## src/rtl/scene_pixel_renderer.sv

```systemverilog
// Per-pixel scene renderer: frame-latched scene state, a two-stage colour pipeline
// with ground/dino/obstacle priority, and a 1-cycle external dino sprite ROM.
module scene_pixel_renderer #(
  parameter int         COORD_W         = 8,
  parameter int         N_OBS           = 4,
  parameter int         OBS_W           = 8,
  parameter int         DINO_LEFT       = 10,
  parameter int         DINO_W          = 16,
  parameter int         DINO_H          = 16,
  parameter int         GROUND_TOP      = 100,
  parameter int         BLINK_FRAMES    = 16,
  parameter logic [2:0] COL_BG          = 3'b111,
  parameter logic [2:0] COL_GRND        = 3'b010,
  parameter logic [2:0] COL_GRND_ALT    = 3'b110,
  parameter logic [2:0] COL_OBS_EVEN    = 3'b001,
  parameter logic [2:0] COL_OBS_ODD     = 3'b101,
  parameter logic [2:0] COL_DEAD        = 3'b100,
  parameter logic [2:0] COL_TRANSPARENT = 3'b000
) (
  input  logic                                 clk,
  input  logic                                 reset,
  input  logic                                 frameTick,
  input  logic [1:0]                           mode,
  input  logic [COORD_W-1:0]                   dinoY,
  input  logic [N_OBS*COORD_W-1:0]             obsX,
  input  logic [N_OBS*COORD_W-1:0]             obsH,
  input  logic [N_OBS-1:0]                     obsEn,
  input  logic                                 pixValid,
  input  logic [COORD_W-1:0]                   x,
  input  logic [COORD_W-1:0]                   y,
  output logic [$clog2(DINO_W*DINO_H)-1:0]     spriteAddr,
  input  logic [2:0]                           spriteData,
  output logic                                 outValid,
  output logic [2:0]                           color
);

  localparam int ADDR_W = $clog2(DINO_W * DINO_H);
  localparam int EW     = COORD_W + 1;
  localparam int BW     = (BLINK_FRAMES > 1) ? $clog2(BLINK_FRAMES) : 1;

  localparam logic [1:0] MODE_MENU  = 2'd0;
  localparam logic [1:0] MODE_RUN   = 2'd1;
  localparam logic [1:0] MODE_PAUSE = 2'd2;
  localparam logic [1:0] MODE_OVER  = 2'd3;

  localparam logic [EW-1:0] GT_E = EW'(GROUND_TOP);

  function automatic logic [EW-1:0] ext(input logic [COORD_W-1:0] v);
    return {1'b0, v};
  endfunction

  function automatic logic [EW-1:0] clamp_h(input logic [COORD_W-1:0] h);
    return (ext(h) > GT_E) ? GT_E : ext(h);
  endfunction

  logic [1:0]               r_mode;
  logic [COORD_W-1:0]       r_dino_y;
  logic [N_OBS*COORD_W-1:0] r_obs_x;
  logic [N_OBS*COORD_W-1:0] r_obs_h;
  logic [N_OBS-1:0]         r_obs_en;
  logic [COORD_W-1:0]       r_scroll;
  logic [BW-1:0]            r_blink_cnt;
  logic                     r_blink_ph;

  // Scroll and blink react to the mode being latched on this tick, not the old one.
  always_ff @(posedge clk) begin
    if (reset) begin
      r_mode      <= MODE_MENU;
      r_dino_y    <= '0;
      r_obs_x     <= '0;
      r_obs_h     <= '0;
      r_obs_en    <= '0;
      r_scroll    <= '0;
      r_blink_cnt <= '0;
      r_blink_ph  <= 1'b0;
    end else if (frameTick) begin
      r_mode   <= mode;
      r_dino_y <= dinoY;
      r_obs_x  <= obsX;
      r_obs_h  <= obsH;
      r_obs_en <= obsEn;
      case (mode)
        MODE_RUN:  r_scroll <= r_scroll + COORD_W'(1);
        MODE_MENU: r_scroll <= '0;
        default:   r_scroll <= r_scroll;
      endcase
      if (mode == MODE_PAUSE) begin
        if (r_blink_cnt == BW'(BLINK_FRAMES - 1)) begin
          r_blink_cnt <= '0;
          r_blink_ph  <= ~r_blink_ph;
        end else begin
          r_blink_cnt <= r_blink_cnt + BW'(1);
        end
      end else begin
        r_blink_cnt <= '0;
        r_blink_ph  <= 1'b0;
      end
    end
  end

  // ---- Stage 0: registered coordinate, dino hit, sprite address, ground, obstacles
  logic               r_vld_p0;
  logic [COORD_W-1:0] r_x_p0;
  logic [COORD_W-1:0] r_y_p0;

  always_ff @(posedge clk) begin
    if (reset) r_vld_p0 <= 1'b0;
    else       r_vld_p0 <= pixValid;
  end

  always_ff @(posedge clk) begin
    r_x_p0 <= x;
    r_y_p0 <= y;
  end

  logic [EW-1:0]     w_x_e;
  logic [EW-1:0]     w_y_e;
  logic [EW-1:0]     w_dino_y_e;
  logic              w_dino_hit;
  logic [ADDR_W-1:0] w_dy;
  logic [ADDR_W-1:0] w_dx;
  logic [ADDR_W-1:0] w_addr;

  assign w_x_e      = ext(r_x_p0);
  assign w_y_e      = ext(r_y_p0);
  assign w_dino_y_e = ext(r_dino_y);

  assign w_dino_hit = (w_x_e >= EW'(DINO_LEFT)) && (w_x_e < EW'(DINO_LEFT + DINO_W)) &&
                      (w_y_e >= w_dino_y_e) && (w_y_e < w_dino_y_e + EW'(DINO_H));

  assign w_dy       = ADDR_W'(r_y_p0 - r_dino_y);
  assign w_dx       = ADDR_W'(r_x_p0 - COORD_W'(DINO_LEFT));
  assign w_addr     = w_dy * ADDR_W'(DINO_W) + w_dx;
  assign spriteAddr = (r_vld_p0 && w_dino_hit) ? w_addr : '0;

  logic       w_is_gnd;
  logic [2:0] w_gnd_col;

  assign w_is_gnd  = (w_y_e >= GT_E);
  assign w_gnd_col = (|((r_x_p0 + r_scroll) & COORD_W'(4))) ? COL_GRND_ALT : COL_GRND;

  logic [N_OBS-1:0] w_obs_vec;

  for (genvar g = 0; g < N_OBS; g++) begin : g_obs
    logic [EW-1:0] w_ox;
    logic [EW-1:0] w_top;
    assign w_ox  = ext(r_obs_x[g*COORD_W +: COORD_W]);
    assign w_top = GT_E - clamp_h(r_obs_h[g*COORD_W +: COORD_W]);
    assign w_obs_vec[g] = r_obs_en[g] &&
                          (w_x_e >= w_ox) && (w_x_e < w_ox + EW'(OBS_W)) &&
                          (w_y_e >= w_top) && (w_y_e < GT_E);
  end

  logic       w_obs_hit;
  logic       w_obs_odd;
  logic       w_obs_show;
  logic [2:0] w_back_col;

  // Walk from the top index down so the lowest hitting index is the one left standing.
  always_comb begin
    w_obs_hit = 1'b0;
    w_obs_odd = 1'b0;
    for (int i = N_OBS - 1; i >= 0; i--) begin
      if (w_obs_vec[i]) begin
        w_obs_hit = 1'b1;
        w_obs_odd = (i % 2 == 1);
      end
    end
  end

  assign w_obs_show = (r_mode != MODE_MENU) && !((r_mode == MODE_PAUSE) && r_blink_ph);
  assign w_back_col = (w_obs_hit && w_obs_show) ? (w_obs_odd ? COL_OBS_ODD : COL_OBS_EVEN)
                                                : COL_BG;

  // ---- Stage 1: sprite data arrives, resolve final colour
  logic       r_vld_p1;
  logic       r_gnd_p1;
  logic [2:0] r_gnd_col_p1;
  logic       r_dino_p1;
  logic       r_dead_p1;
  logic [2:0] r_back_col_p1;

  always_ff @(posedge clk) begin
    if (reset) r_vld_p1 <= 1'b0;
    else       r_vld_p1 <= r_vld_p0;
  end

  always_ff @(posedge clk) begin
    r_gnd_p1      <= w_is_gnd;
    r_gnd_col_p1  <= w_gnd_col;
    r_dino_p1     <= w_dino_hit;
    r_dead_p1     <= (r_mode == MODE_OVER);
    r_back_col_p1 <= w_back_col;
  end

  logic [2:0] w_pix_col;

  always_comb begin
    w_pix_col = r_back_col_p1;
    if (r_gnd_p1) begin
      w_pix_col = r_gnd_col_p1;
    end else if (r_dino_p1 && (spriteData != COL_TRANSPARENT)) begin
      w_pix_col = r_dead_p1 ? COL_DEAD : spriteData;
    end
  end

  // ---- Stage 2: output register; colour holds through bubbles
  logic       r_out_vld;
  logic [2:0] r_color;

  always_ff @(posedge clk) begin
    if (reset) begin
      r_out_vld <= 1'b0;
      r_color   <= COL_BG;
    end else begin
      r_out_vld <= r_vld_p1;
      if (r_vld_p1) r_color <= w_pix_col;
    end
  end

  assign outValid = r_out_vld;
  assign color    = r_color;

endmodule

```

## config.mk

```make
export PLATFORM = sky130hd
export DESIGN_NAME = scene_pixel_renderer
export DESIGN_NICKNAME = d
export VERILOG_FILES = /design/src/rtl/scene_pixel_renderer.sv
export SDC_FILE = /design/constraint.sdc
export NUM_CORES = 1
export LEC_CHECK = 0
export ABC_CLOCK_PERIOD_IN_PS = 5500
export CAP_MARGIN = 0
export CELL_PAD_IN_SITES_DETAIL_PLACEMENT = 0
export CELL_PAD_IN_SITES_GLOBAL_PLACEMENT = 1
export CORE_ASPECT_RATIO = 0.7
export CORE_MARGIN = 10
export CORE_UTILIZATION = 45
export CTS_CLUSTER_SIZE = 8
export DETAILED_ROUTE_END_ITERATION = 7
export PLACE_DENSITY = 0.86
export SYNTH_ARGS = -nofsm -noshare
export SYNTH_HDL_FRONTEND = slang
export SYNTH_SLANG_ARGS = --single-unit
export TNS_END_PERCENT = 30
```

## constraint.sdc

```tcl
create_clock -name clk -period 5.5 [get_ports clk]
set_clock_uncertainty 0.2 [all_clocks]
set_input_delay 1.1 -clock clk [delete_from_list [all_inputs] [get_ports clk]]
set_output_delay 1.1 -clock clk [all_outputs]
set_load 0.02 [all_outputs]
```

==> results of run 1 <==
==> per-stage QoR <==
step / utilization / std cells
after global routing: 0.587 / 1146
after CTS: 0.587 / 1146
after floorplan: - / 821
final: 0.587 / 1146
after global placement: 0.549 / 1114
after detailed placement: 0.549 / 1114
==> power breakdown <==
part	internal (W)	leakage, nW	switching (W)	total, W
logic	0.000246	2.81	0.000227	0.000474
registers	0.000872	0.943	0.0000601	0.000932
clock network	0.000747	0.293	0.000388	0.00113
==> sequential cells by signal (all words and copies together), names as in the netlist <==
register,flops
color,3
outValid,1
r_back_col_p1,2
r_blink_cnt,4
r_blink_ph,1
r_dead_p1,1
r_dino_p1,1
r_dino_y,8
r_gnd_col_p1,1
r_gnd_p1,1
r_mode,2
r_obs_en,4
r_obs_h,32
r_obs_x,32
r_scroll,3
r_vld_p0,1
r_vld_p1,1
r_x_p0,8
r_y_p0,8
==> synthesized netlist by cell type (2+ instances only) <==
| cell type | n |
|---|---|
| dfxtp_1 | 114 |
| ha_1 | 112 |
| nor2_1 | 110 |
| mux2i_1 | 78 |
| inv_1 | 68 |
| nand2_1 | 38 |
| a21oi_1 | 33 |
| o21ai_0 | 32 |
| xnor2_1 | 25 |
| nand3_1 | 19 |
| nand2b_1 | 17 |
| nor2b_1 | 15 |
| clkbuf_1 | 13 |
| nor3_1 | 11 |
| a21o_1 | 10 |
| o21a_1 | 10 |
| xor2_1 | 10 |
| a31oi_1 | 8 |
| o211ai_1 | 8 |
| or3_1 | 8 |
| a211oi_1 | 7 |
| buf_2 | 7 |
| nand3b_1 | 6 |
| a2111oi_0 | 5 |
| a221oi_1 | 3 |
| nand4_1 | 3 |
| nor3b_1 | 3 |
| o2111ai_1 | 3 |
| o21ai_1 | 3 |
| o31ai_1 | 3 |
| a2111oi_4 | 2 |
| a211o_1 | 2 |
| fa_1 | 2 |
| nor4_1 | 2 |
| o211a_1 | 2 |
| o221ai_1 | 2 |
| o311ai_0 | 2 |
| o32ai_1 | 2 |
| or2_2 | 2 |
| or4_1 | 2 |
==> logic make-up (layout without fill, tap and decap cells) <==
kind of cell | count (synthesis) | count (layout)
DFF | 114 | 114
AOI/OAI and AO/OA | 148 | 148
adders and majority gates | 114 | 114
muxes | 78 | 78
xor gates and xnor gates | 35 | 35
other | 1 | 4
and+or+nand+nor | 239 | 239
buffers and inverters | 89 | 214
==> per-layer routing <==
layer / share of wire / track usage / up-vias
met3: 0.056 / 0.0449 / 7
li1: - / - / 3125
met2: 0.41 / 0.238 / 110
met1: 0.53 / 0.245 / 2657
met5: 0 / 0 / -
met4: 0.0055 / 0.0344 / 0
==> layout make-up <==
type	count	area, µm²	area share
multi-input combinational	618	4690	0.509
sequential	114	2280	0.248
timing repair buffer	114	1130	0.122
clock buffer	23	478	0.0519
inverter	68	255	0.0277
tap	200	250	0.0272
clock inverter	9	129	0.0140
==> final timing paths <==
path	start	slack, ps	cells after the start	endpoint
hold reg to reg	r_mode[1]	280	1	r_dead_p1
hold / removal	r_mode[1]	280	1	r_dead_p1
setup / recovery	r_y_p0[0]	800	13	spriteAddr[7]
setup reg to reg	r_obs_h[8]	1650	15	r_back_col_p1[2]
==> impl_results.md, run 1 <==
- Post-synthesis sequential area ratio: 0.312
- Setup Viol. Count Final: 0
- Hpwl dp: 13800 µm
- Outcome: complete, no violations
- Synth Flop Type: dfxtp_1
- CTS tree: built
- Setup CP Type: flop to output port
- CTS Buf Count: 17
- Hold_ws: 277 ps
- RSZ-0062 raised after global routing: false
- Setup_tns: 0 ps
- Highest-count cells in the layout ignoring fill and taps: 114 x dfxtp_1, 112 x ha_1, 110 x nor2_1, 110 x clkdlybuf4s50_1, 78 x mux2i_1
- Peak VDD IR: 168 µV
- Crit path max fanout: 4
- CP max stage delay: 630 ps
- Post-layout instance area: 9220 µm²
- Area grow syn2layout: 26.1%
- Pre-CTS setup slack: 1210 ps
- Cell area after synthesis: 7310 µm²
- Largest net degree at the start of global routing: 65
- Maximum clock rate: 213 MHz
- Layout cells sized above 1: 0.0433
- Synth warnings: 0
- P per Cell Area: 276 nW/µm²
- Worst Setup Slack, final: 803 ps
- HP Class: flop to flop
- Post-synthesis compound-gate area fraction: 0.143
- GRT Total Usage: 0.167
- Delay-heaviest family, CP: adder cells
- Pleak: 4.04 nW
- Vias/cell: 5.15
- Post-Synth Adder-Cell Area: 0.197
- Die Area: 21800 µm²
- Critical path's most frequent cell: inv_1
- WP buf/inv: 5
- GPL Wtd Cong: 0.837
- First-pass GRT wire length: 29400 µm
- Core area: 15700 µm²
- Avg Inst Size Synth: 8.93 µm²
- Slew HR: 0.435
- Mux cell area share after synthesis: 0.107
- DR WL/cell: 15.8 µm
- Hold Vio Cnt, Final: 0
- Vias in the first global route: 5776
- Layout fillers: 1420
- Initial DRC Count: 318
- Clk_lat worst skew: 410 ps
- # rows: 38
- Commonest non-fill, non-tap cell in the layout: dfxtp_1
- Synth area leaders: dfxtp_1 31%, ha_1 19%, mux2i_1 11%
- Tot Pwr: 0.00254 W
- Post-synth top area share: 0.312
- Min cycle time layout: 4700 ps
- CTS sink count: 114
- Largest family of logic cells by synthesized area: adder cells
- Maximum buffer depth of the clock tree: 2
- Post-CTS resize count: 0
- DR vias: 5899
- Netlist cell types: 56
- Final Max Tran Viols: 0
- Post-synth EDFFs: 0
- Yosys reg bits: 114
- Synth Area in XOR/XNOR: 0.0420
- IO buf count: 112
- CP required: 4200 ps
- Crit-path slowest cell: clkdlybuf4s50_1
- WL final: 18200 µm
- Die width: 172 µm
- Fraction of registers with async set/reset: 0
- Arrival @ worst endpoint: 3400 ps
- Period utilization: 0.854
- Placed inst area: 8610 µm²
- Simple-gate share of the synthesized area: 0.151
- Cts hold-fix bufs: 0
- # DRC: 0
- Initial antenna violation count: 0
- Cell taking the most area after synthesis: dfxtp_1
- Max-Cap Viols: 0
- Starting Density: 0.466
- Clock-pin slew on the worst setup and hold paths: 60 ps
- Synthesized instance count: 818
- Critical path capture point type: output port
- DIE HEIGHT: 127 µm
- Number of nets in the final layout: 1148
- Kind of start point of the critical path: flop
- Setup bufs post-CTS: 0
- I/O pin count: 113
- Final ANT Viol Nets: 0
- Clock Tree Root: clkbuf_16
- Grt ovf: 0
- Worst Tran Pin Value: 847 ps
- Number of diodes: 0
- H-tree Lvls: 4
- 1st-pass router iterations: 4
- Crit-path cells: inv_1 -> ha_1 -> inv_1 -> fa_1 -> inv_1 -> ha_1 -> inv_1 -> ha_1 -> a21o_1 -> a21oi_1 -> xnor2_1 -> nor2_1 -> clkdlybuf4s50_1
No activity file was read; power rests on OpenSTA's default activity.
==> run 2, diff against run 1 <==
--- a/config.mk
+++ b/config.mk
@@ -14,6 +14,7 @@
 export CORE_UTILIZATION = 45
 export CTS_CLUSTER_SIZE = 8
 export DETAILED_ROUTE_END_ITERATION = 7
+export GPL_TIMING_DRIVEN = 0
 export PLACE_DENSITY = 0.86
 export SYNTH_ARGS = -nofsm -noshare
 export SYNTH_HDL_FRONTEND = slang
==> run 2 against run 1 <==
Net effect:
- cell count is 1.5% higher
- fmax fell by 3.3%
- non-clock buffer count grew 17
==> impl_results.md, run 2 (same netlist as run 1, synthesis figures left out) <==
- Number of diodes: 0 (unchanged)
- Outcome: complete, no violations
- IO buf count: 110 (-1.8%)
- R2r endpoint: r_back_col_p1[2]
- Largest registers: r_obs_h (32), r_obs_x (32)
- # rows: 38 (unchanged)
- Post-layout instance area: 9250 µm² (+0.38%)
- CTS sink count: 114 (unchanged)
- Post-CTS resize count: 0 (unchanged)
- Clk_lat worst skew: 420 ps (about the same)
- Pleak: 4.06 nW (+0.31%)
- First-pass GRT wire length: 31200 µm (+6.0%)
- Maximum clock rate: 206 MHz (-3.3%)
- Worst Tran Pin Value: 973 ps (+126 ps)
- GPL Wtd Cong: 0.824 (-1.5%)
- Flip-flop and latch area: 2280 µm² (unchanged)
- Cts hold-fix bufs: 0 (unchanged)
- GRT Total Usage: 0.178 (+0.0110)
- Starting Density: 0.466 (unchanged)
- 1st-pass router iterations: 5 (+1)
- Final ANT Viol Nets: 0 (unchanged)
- # DRC: 0 (unchanged)
- Hold path endpoint: color[0]
- DR WL/cell: 16.6 µm (+4.8%)
- Flop-to-flop setup slack: 1540 ps (-110 ps)
- Area grow syn2layout: 26.6%
- Layout cells sized above 1: 0.0467 (+0.00339)
- Reg2reg path depth: 15 (unchanged)
- Largest net degree at the start of global routing: 17 (-74%)
- Area of the multi-input gates: 4690 µm² (unchanged)
- Hpwl dp: 14800 µm (+7.8%)
- DIE HEIGHT: 127 µm (unchanged)
- Min cycle time layout: 4860 ps (+160 ps)
- Hold Startpoint: color[0]
- HP Class: flop to flop
- DR vias: 6099 (+3.4%)
- Initial DRC Count: 359 (+13%)
- Arrival @ worst endpoint: 3560 ps (+160 ps)
- Commonest non-fill, non-tap cell in the layout: dfxtp_1
- Placed inst area: 8670 µm² (+0.70%)
- Vias/cell: 5.24 (+1.9%)
- Setup CP Type: flop to output port
- Kind of start point of the critical path: flop
- CTS tree: built
- Highest-count cells in the layout ignoring fill and taps: 114 x dfxtp_1, 112 x ha_1, 110 x nor2_1, 110 x clkdlybuf4s50_1, 78 x mux2i_1
- CP required: 4200 ps (about the same)
- Die width: 172 µm (unchanged)
- Critical path capture point type: output port
- Final Max Tran Viols: 0 (unchanged)
- RSZ-0062 raised after global routing: false
- CTS Buf Count: 17 (unchanged)
- Max-Cap Viols: 0 (unchanged)
- WL final: 19300 µm (+6.3%)
- Setup bufs post-CTS: 0 (unchanged)
- Clock Tree Root: clkbuf_16
- Clock-pin slew on the worst setup and hold paths: 50 ps (about the same)
- H-tree Lvls: 4 (unchanged)
- Setup_tns: 0 ps (unchanged)
- Vias in the first global route: 5942 (+2.9%)
- Setup Viol. Count Final: 0 (unchanged)
- Core area: 15700 µm² (unchanged)
- P per Cell Area: 272 nW/µm² (-1.4%)
- Maximum buffer depth of the clock tree: 2 (unchanged)
- Initial antenna violation count: 0 (unchanged)
- Die Area: 21800 µm² (unchanged)
- I/O pin count: 113 (unchanged)
- Hold Vio Cnt, Final: 0 (unchanged)
- Grt ovf: 0 (unchanged)
- Crit path max fanout: 4 (unchanged)
- Peak VDD IR: 213 µV (+27%)
- Layout fillers: 1443 (+1.6%)
- Slew HR: 0.351 (-0.0840)
- Number of nets in the final layout: 1165 (+1.5%)
- Reg2reg start: r_obs_h[8]
- Period utilization: 0.883 (+0.0292)
- Hold depth: 2 (+1)
run 2: cell types whose count changed in the layout (fill, tap and decap cells not counted), moves of 2 or more:
cell	delta
clkinv_2	+2
buf_2	+6
clkbuf_1	+12
buf_4	-3
run 2: cell type report:
type / instances / area share
Inverter: 68 / 0.0276
Clock buffer: 22 / 0.0513
Sequential cell: 114 / 0.247
Clock inverter: 10 / 0.0116
Tap cell: 200 / 0.0270
Timing Repair Buffer: 110 / 0.119
Multi-Input combinational cell: 618 / 0.507
Buffer: 21 / 0.00947
run 2: worst max path at each step:
stage	start	to
6_report	r_y_p0[0]	spriteAddr[7]
5_1_grt	r_y_p0[0]	spriteAddr[7]
3_3_place_gp	r_y_p0[0]	spriteAddr[7]
3_5_place_dp	r_y_p0[0]	spriteAddr[7]
2_1_floorplan	r_y_p0[0]	spriteAddr[7]
4_1_cts	r_y_p0[0]	spriteAddr[7]
run 2: layer usage:
layer / GRT usage / routed length [µm] / vias to the layer above / part of all wire
met5: 0 / 0 / - / 0
met4: 0.0501 / 224 / 0 / 0.012
met3: 0.0418 / 1100 / 21 / 0.057
met2: 0.253 / 7900 / 134 / 0.41
met1: 0.261 / 10100 / 2792 / 0.52
li1: - / - / 3152 / -
run 2: power breakdown:
group          switching, W  total (W)  internal, W
logic              0.000239   0.000488     0.000249
registers         0.0000607   0.000932     0.000872
clock network      0.000396    0.00109     0.000698
total              0.000696    0.00251      0.00182
run 2: metrics by stage:
stage | utilization | worst slack (ps) | power (W) | cells | hold WS [ps]
floorplan | - | 1810 | 0.00125 | 821 | 238
global placement | 0.553 | 1070 | 0.00142 | 1131 | 261
finish | 0.590 | 643 | 0.00251 | 1163 | 274
detailed placement | 0.553 | 1080 | 0.00143 | 1131 | 266
global route | 0.590 | 501 | 0.00264 | 1163 | 288
CTS | 0.590 | 635 | 0.00253 | 1163 | 278
run 2: critical path, cell delays in order (launching register included):
cell             delay [ps]
dfxtp_1                 310
inv_1                   250
ha_1                    240
inv_1                    50
fa_1                    470
inv_1                    40
ha_1                    260
inv_1                    40
ha_1                    320
a21o_1                  170
a21oi_1                 160
xnor2_1                 120
nor2_1                  100
clkdlybuf4s50_1         610
